==> config.mk <==
export PLATFORM = sky130hd
export DESIGN_NAME = pulse_timer
export DESIGN_NICKNAME = d
export VERILOG_FILES = /design/src/rtl/pulse_timer.sv
export SDC_FILE = /design/constraint.sdc
export NUM_CORES = 1
export LEC_CHECK = 0
export BUFFER_PORTS_ARGS = -buffer_cell sky130_fd_sc_hd__buf_2
export CORE_MARGIN = 8
export CORE_UTILIZATION = 35
export DETAILED_ROUTE_END_ITERATION = 6
export PLACE_DENSITY = 0.49
export SLEW_MARGIN = 20
export SYNTH_ARGS = -nofsm -noshare
export SYNTH_HDL_FRONTEND = slang
export SYNTH_SLANG_ARGS = --single-unit
export TNS_END_PERCENT = 30
==> constraint.sdc <==
create_clock -name clk -period 2.15 [get_ports clk]
set_input_delay 0.43 -clock clk [delete_from_list [all_inputs] [get_ports clk]]
set_output_delay 0.43 -clock clk [all_outputs]
set_load 0.02 [all_outputs]
==> src/rtl/pulse_timer.sv <==
// rtl/pulse_timer.sv - photodiode pulse width and start-time measurement
//
// Purpose: synchronises the asynchronous sensor envelope, measures each high
// pulse in clock cycles, timestamps its rising edge and strobes accepted pulses.
//
// Ports:
//   clk        in   system clock
//   rst        in   synchronous active-high reset
//   sensor     in   asynchronous photodiode envelope, active-high
//   duration   out  width of last accepted pulse in cycles (saturating)
//   start_time out  free-running timestamp captured at that pulse's rising edge
//   overflow   out  last accepted pulse saturated the duration counter
//   valid      out  one-cycle strobe: duration/start_time/overflow updated

`ifndef PULSE_DURATION_SIZE
`define PULSE_DURATION_SIZE 15
`endif

module pulse_timer #(
    parameter int TS_W      = 32,
    parameter int MIN_WIDTH = 4
) (
    input  logic                            clk,
    input  logic                            rst,
    input  logic                            sensor,
    output logic [`PULSE_DURATION_SIZE:0]   duration,
    output logic [TS_W-1:0]                 start_time,
    output logic                            overflow,
    output logic                            valid
);

    localparam int DW = `PULSE_DURATION_SIZE + 1;

    typedef enum logic [1:0] {
        WAIT_LOW,
        IDLE,
        HIGH
    } state_t;

    state_t          state;
    state_t          state_next;

    logic            sync1;
    logic            sync2;
    logic            s;
    logic [1:0]      primed;
    logic [TS_W-1:0] ts;
    logic [TS_W-1:0] ts_lat;
    logic [DW-1:0]   cnt;
    logic            sat;

    logic            start_pulse;
    logic            bump;
    logic            emit;

    assign s = sync2;

    // The synchroniser flops are cleared by reset, so for two cycles after
    // reset s reads 0 regardless of the sensor. primed marks when the chain
    // again reflects the real input; WAIT_LOW ignores s until then so that a
    // pulse still high across reset is not mistaken for a fresh one.
    always_comb begin
        state_next  = state;
        start_pulse = 1'b0;
        bump        = 1'b0;
        emit        = 1'b0;
        case (state)
            WAIT_LOW: begin
                if (primed[1] && !s) begin
                    state_next = IDLE;
                end
            end
            IDLE: begin
                if (s) begin
                    start_pulse = 1'b1;
                    state_next  = HIGH;
                end
            end
            HIGH: begin
                if (s) begin
                    bump = 1'b1;
                end else begin
                    state_next = IDLE;
                    if (cnt >= DW'(MIN_WIDTH)) begin
                        emit = 1'b1;
                    end
                end
            end
            default: begin
                state_next = WAIT_LOW;
            end
        endcase
    end

    always_ff @(posedge clk) begin
        if (rst) begin
            state      <= WAIT_LOW;
            sync1      <= 1'b0;
            sync2      <= 1'b0;
            primed     <= 2'b00;
            ts         <= '0;
            ts_lat     <= '0;
            cnt        <= '0;
            sat        <= 1'b0;
            duration   <= '0;
            start_time <= '0;
            overflow   <= 1'b0;
            valid      <= 1'b0;
        end else begin
            state  <= state_next;
            sync1  <= sensor;
            sync2  <= sync1;
            primed <= {primed[0], 1'b1};
            ts     <= ts + TS_W'(1);
            valid  <= emit;

            if (start_pulse) begin
                cnt    <= DW'(1);
                ts_lat <= ts;
                sat    <= 1'b0;
            end

            // Saturate rather than wrap so a stuck-high sensor reports all-ones.
            if (bump) begin
                if (&cnt) begin
                    sat <= 1'b1;
                end else begin
                    cnt <= cnt + DW'(1);
                end
            end

            if (emit) begin
                duration   <= cnt;
                start_time <= ts_lat;
                overflow   <= sat;
            end
        end
    end

endmodule

### After elaboration in Yosys (flattened, before gate mapping)

Cells that the tools add are included.

* add/subtract/negate cells: 2
* $lt $le $gt $ge: 1
* equality and inequality tests: 5
* muxes and demuxes: 17
* reductions and logical operators: 5

Operators by type and width (number)
* 2-to-1 mux 16 bit: 3
* adder 32 x 1 -> 32 bit, second input constant: 1
* adder 16 x 1 -> 16 bit, second input constant: 1
* >= comparator 16 x 3 -> 1 bit, second input constant: 1
* AND reduction 16 bit: 1
* 2-to-1 mux 1 bit: 10
* 2-to-1 mux 2 bit: 3
* != test 2 bit, second input constant: 3
* one-hot mux 2 bit (3 select lines): 1
* AND reduction 3 bit: 1
* equality test 2 x 1 -> 1 bit, second input constant: 1
* equality test 2 bit, second input constant: 1
* logical NOT 2 bit: 1
* logical AND 1 bit: 1
* logical NOT 1 bit: 1

* register bits: 137
* bits of input ports: 3
* output and inout bits: 50
* logic and storage cells: 43

### Depth between registers and ports, before layout

* depth in word-level cells: 5
* gate-level depth with buffers: 6
* mapped depth without buffers: 5

### Worst setup path after synthesis

OpenSTA, ideal clock, no wires.

* kind: flip-flop to flip-flop
* start: reg ts[0]
* end: reg ts[24]
* setup time: 0.070 ns
* arrival: 1.861 ns
* data required time: 2.080 ns
* setup slack: 0.219 ns
* cell stages (with the launch flop): 7
* buffers on the path: 1
* period minus slack after synthesis: 1.931 ns
* cell sequence: dfxtp_1 ha_1 nand3_2 or2_1 clkbuf_1 or4_1 a21oi_1

* word-level cells in the longest chain between the ends: 1

Ends and longest elaborated chain
* from (decl): RTL line 47 `logic [TS_W-1:0] ts;`
* from (signal assigned): RTL line 114 `ts <= ts + TS_W'(1);`
* adder 32 x 1 -> 32 bit: RTL line 114

No other way between the ends.
A chain may end at the register's enable or synchronous reset.

### Final worst setup path

* start: reg ts[11]
* end: reg ts[25]

The elaborated chain is that of the path after synthesis.

==> qor.txt <==
Avg Inst Size Synth - 8.25 µm²
TritonCTS clock tree - done
hold endpoint - sync1
Max FO, Critical Path - 6
Site Rows - 46
global-route wire length before repair - 24100 µm
Slew @ Worst Pin - 0.919 ns
Post-synth EDFFs - 0
Residual DRC - 0
Worst R2R Setup Slack - 0.17 ns
Total GRT Usage - 14.6%
largest net degree at the start of global routing - 51
Root Buffer - clkbuf_16
Fin. Hold Viols - 0
DP HPWL - 10100 µm
arrival time at the worst endpoint - 2.31 ns
most frequent cells in the layout - dfxtp_1 (137), a21oi_1 (113), nand2_1 (83)
cells after synthesis - 677
period utilisation layout - 92.0%
WHS - 0.237 ns
vias in the first global route - 4904
TritonCTS sink count - 137
ant diodes - 0
status - finished clean
Fmax - 506 MHz
Synth Flop Type - dfxtp_1
total core area - 15700 µm²
Worst setup EP type - flip-flop
met2 Use GR - 24.6%
drt total wl - 14600 µm
met1 Resource Use GR - 17.6%
latest clock arrival within the worst-skew pair - 0.40 ns
clock skew - 0.00414 ns
share of the synthesized area in the top cell type - 49.1%
via count - 5121
Syn Nets - 683
H-tree depth - 4
top cells by area, synth - dfxtp_1 (49%), a21oi_1 (10%), nand2_1 (5.6%)
Worst-path clk slew - 0.06 ns
Die Wd - 142 µm
starting density of the core - 35.5%
Mapped Area - 5580 µm²
GR peak layer - met2
PD cells - 820 nW/µm²
Final min period - 1.98 ns
WL per Instance - 15.2 µm
reg2reg start - ts[11]
R2R depth - 4
DR pass1 iterations - 5
CTS Buffer Depth - 2
setup bufs post-CTS - 0
Final setup viols - 0
Num CTS Buffers - 17
Worst setup SP type - flip-flop
data required time of the worst path - 2.49 ns
Vias/cell - 5.36
Slew Limit Fails - 0
Die ar. - 20200 µm²
Slew Limit Headroom - 38.7%
HP Class - input port to flip-flop
initial antenna violation count - 0
post-synthesis sequential area ratio - 49.1%
io pins - 53
yosys warns - 0
peak supply drop - 0.539 mV
largest area contributor in the netlist - dfxtp_1
RR Endpoint - ts[25]
ys async rst share - 0%
setup TNS - 0 ns
Port Buffers - 52
met3 Track Usage GR - 3.92%
worst hold start - sensor
MaxCap Viol Count - 0
Leak - 2.27 nW
Hold Path Stages - 2
commonest non-fill, non-tap cell in the layout - dfxtp_1
Layout area overhead - 21.2%
routability cong. - 0.782
DIE HEIGHT - 142 µm
grt total ovfl - 0
kind of critical path - flip-flop to flip-flop
RSZ-0062 raised after global routing - no
1st-iter DRT viols - 233
Distinct cells, synth - 46
number of synthesized register bits - 137
nets - 734
Power Total - 5.55 mW
Antenna Violating Nets Remaining - 0
ratio of cells with drive above 1 in the final layout - 16.5%
-- what timing repair did --
item,in CTS,in global routing
gates resized for setup,0,2
hold buffers,0,0
setup endpoints to repair,0,2
-- routing by layer --
| layer | wire length [µm] | vias up |
|---|---|---|
| met3 | 495 | 10 |
| met4 | 157 | 0 |
| li1 | - | 2553 |
| met2 | 7170 | 76 |
| met1 | 6760 | 2482 |
| met5 | 0 | - |
-- Yosys cell counts (all sizes together) (3+ instances only) --
cell type  count
o21ai         60
o41ai          4
a21oi        113
inv           13
or2            4
nor2          20
o31ai         13
nand4b         4
nor2b          4
nor3          13
buf            4
nor4          11
clkbuf        46
nand4         17
and4           4
nand2         83
ha             3
nand3         62
or3           11
or4           17
dfxtp        137
xnor2         11
-- final cells by class --
type / instances / area, µm²
Tap cell: 216 / 270
Inverter: 13 / 48.8
Fill cell: 1573 / 8950
Timing Repair Buffer: 82 / 500
Sequential cell: 137 / 2740
Multi-Input combinational cell: 477 / 2620
Clock inverter: 9 / 123
Clock buffer: 22 / 464
-- report_power, final --
group / switching, mW / internal (mW)
registers: 0.0118 / 2.55
clock network: 1.03 / 1.87
logic: 0.0620 / 0.0207
-- cell families after synthesis --
group	after synthesis	share of synthesized area, %
AO/OA/AOI/OAI	201	19.5
XOR/XNOR	12	1.88
adder cells (fa/ha/maj)	3	0.672
buffers and inverters	63	4.26
flip-flops	137	49.1
multiplexers	2	0.359
AND/OR/NAND/NOR	259	24.2
-- through the flow --
stage / instance area, µm² / utilization [%] / worst slack (ns) / cells
final: 6760 / 43.0 / 0.173 / 956
after global routing: 6760 / 43.0 / 0.0839 / 956
after CTS: 6760 / 43.0 / 0.0691 / 956
after detailed placement: 6170 / 39.3 / 0.0827 / 925
after global placement: 6170 / 39.3 / 0.227 / 925
after floorplan: 5580 / - / 0.219 / 677
-- critical path: stages, from the launching register on --
cell,delay [ns]
dfxtp_1,0.41
nand4_1,0.21
or4_1,0.65
or4_1,0.50
a21oi_1,0.14
-- sequential cells by signal, indices dropped and copies added (netlist names), 2 cells and up --
signal / cells
start_time: 32
ts: 32
ts_lat: 32
cnt: 16
state: 2
duration: 16
primed: 2
-- how the worst max path moves through the flow --
| stage | from | to | cells past startpoint |
|---|---|---|---|
| 2_1_floorplan | ts[0] | ts[24] | 6 |
| 3_3_place_gp | ts[11] | ts[25] | 4 |
| 3_5_place_dp | ts[11] | ts[28] | 4 |
| 4_1_cts | ts[11] | ts[28] | 4 |
| 5_1_grt | ts[11] | ts[19] | 5 |
| 6_report | ts[11] | ts[25] | 4 |
No activity file was read; power rests on OpenSTA's default activity.
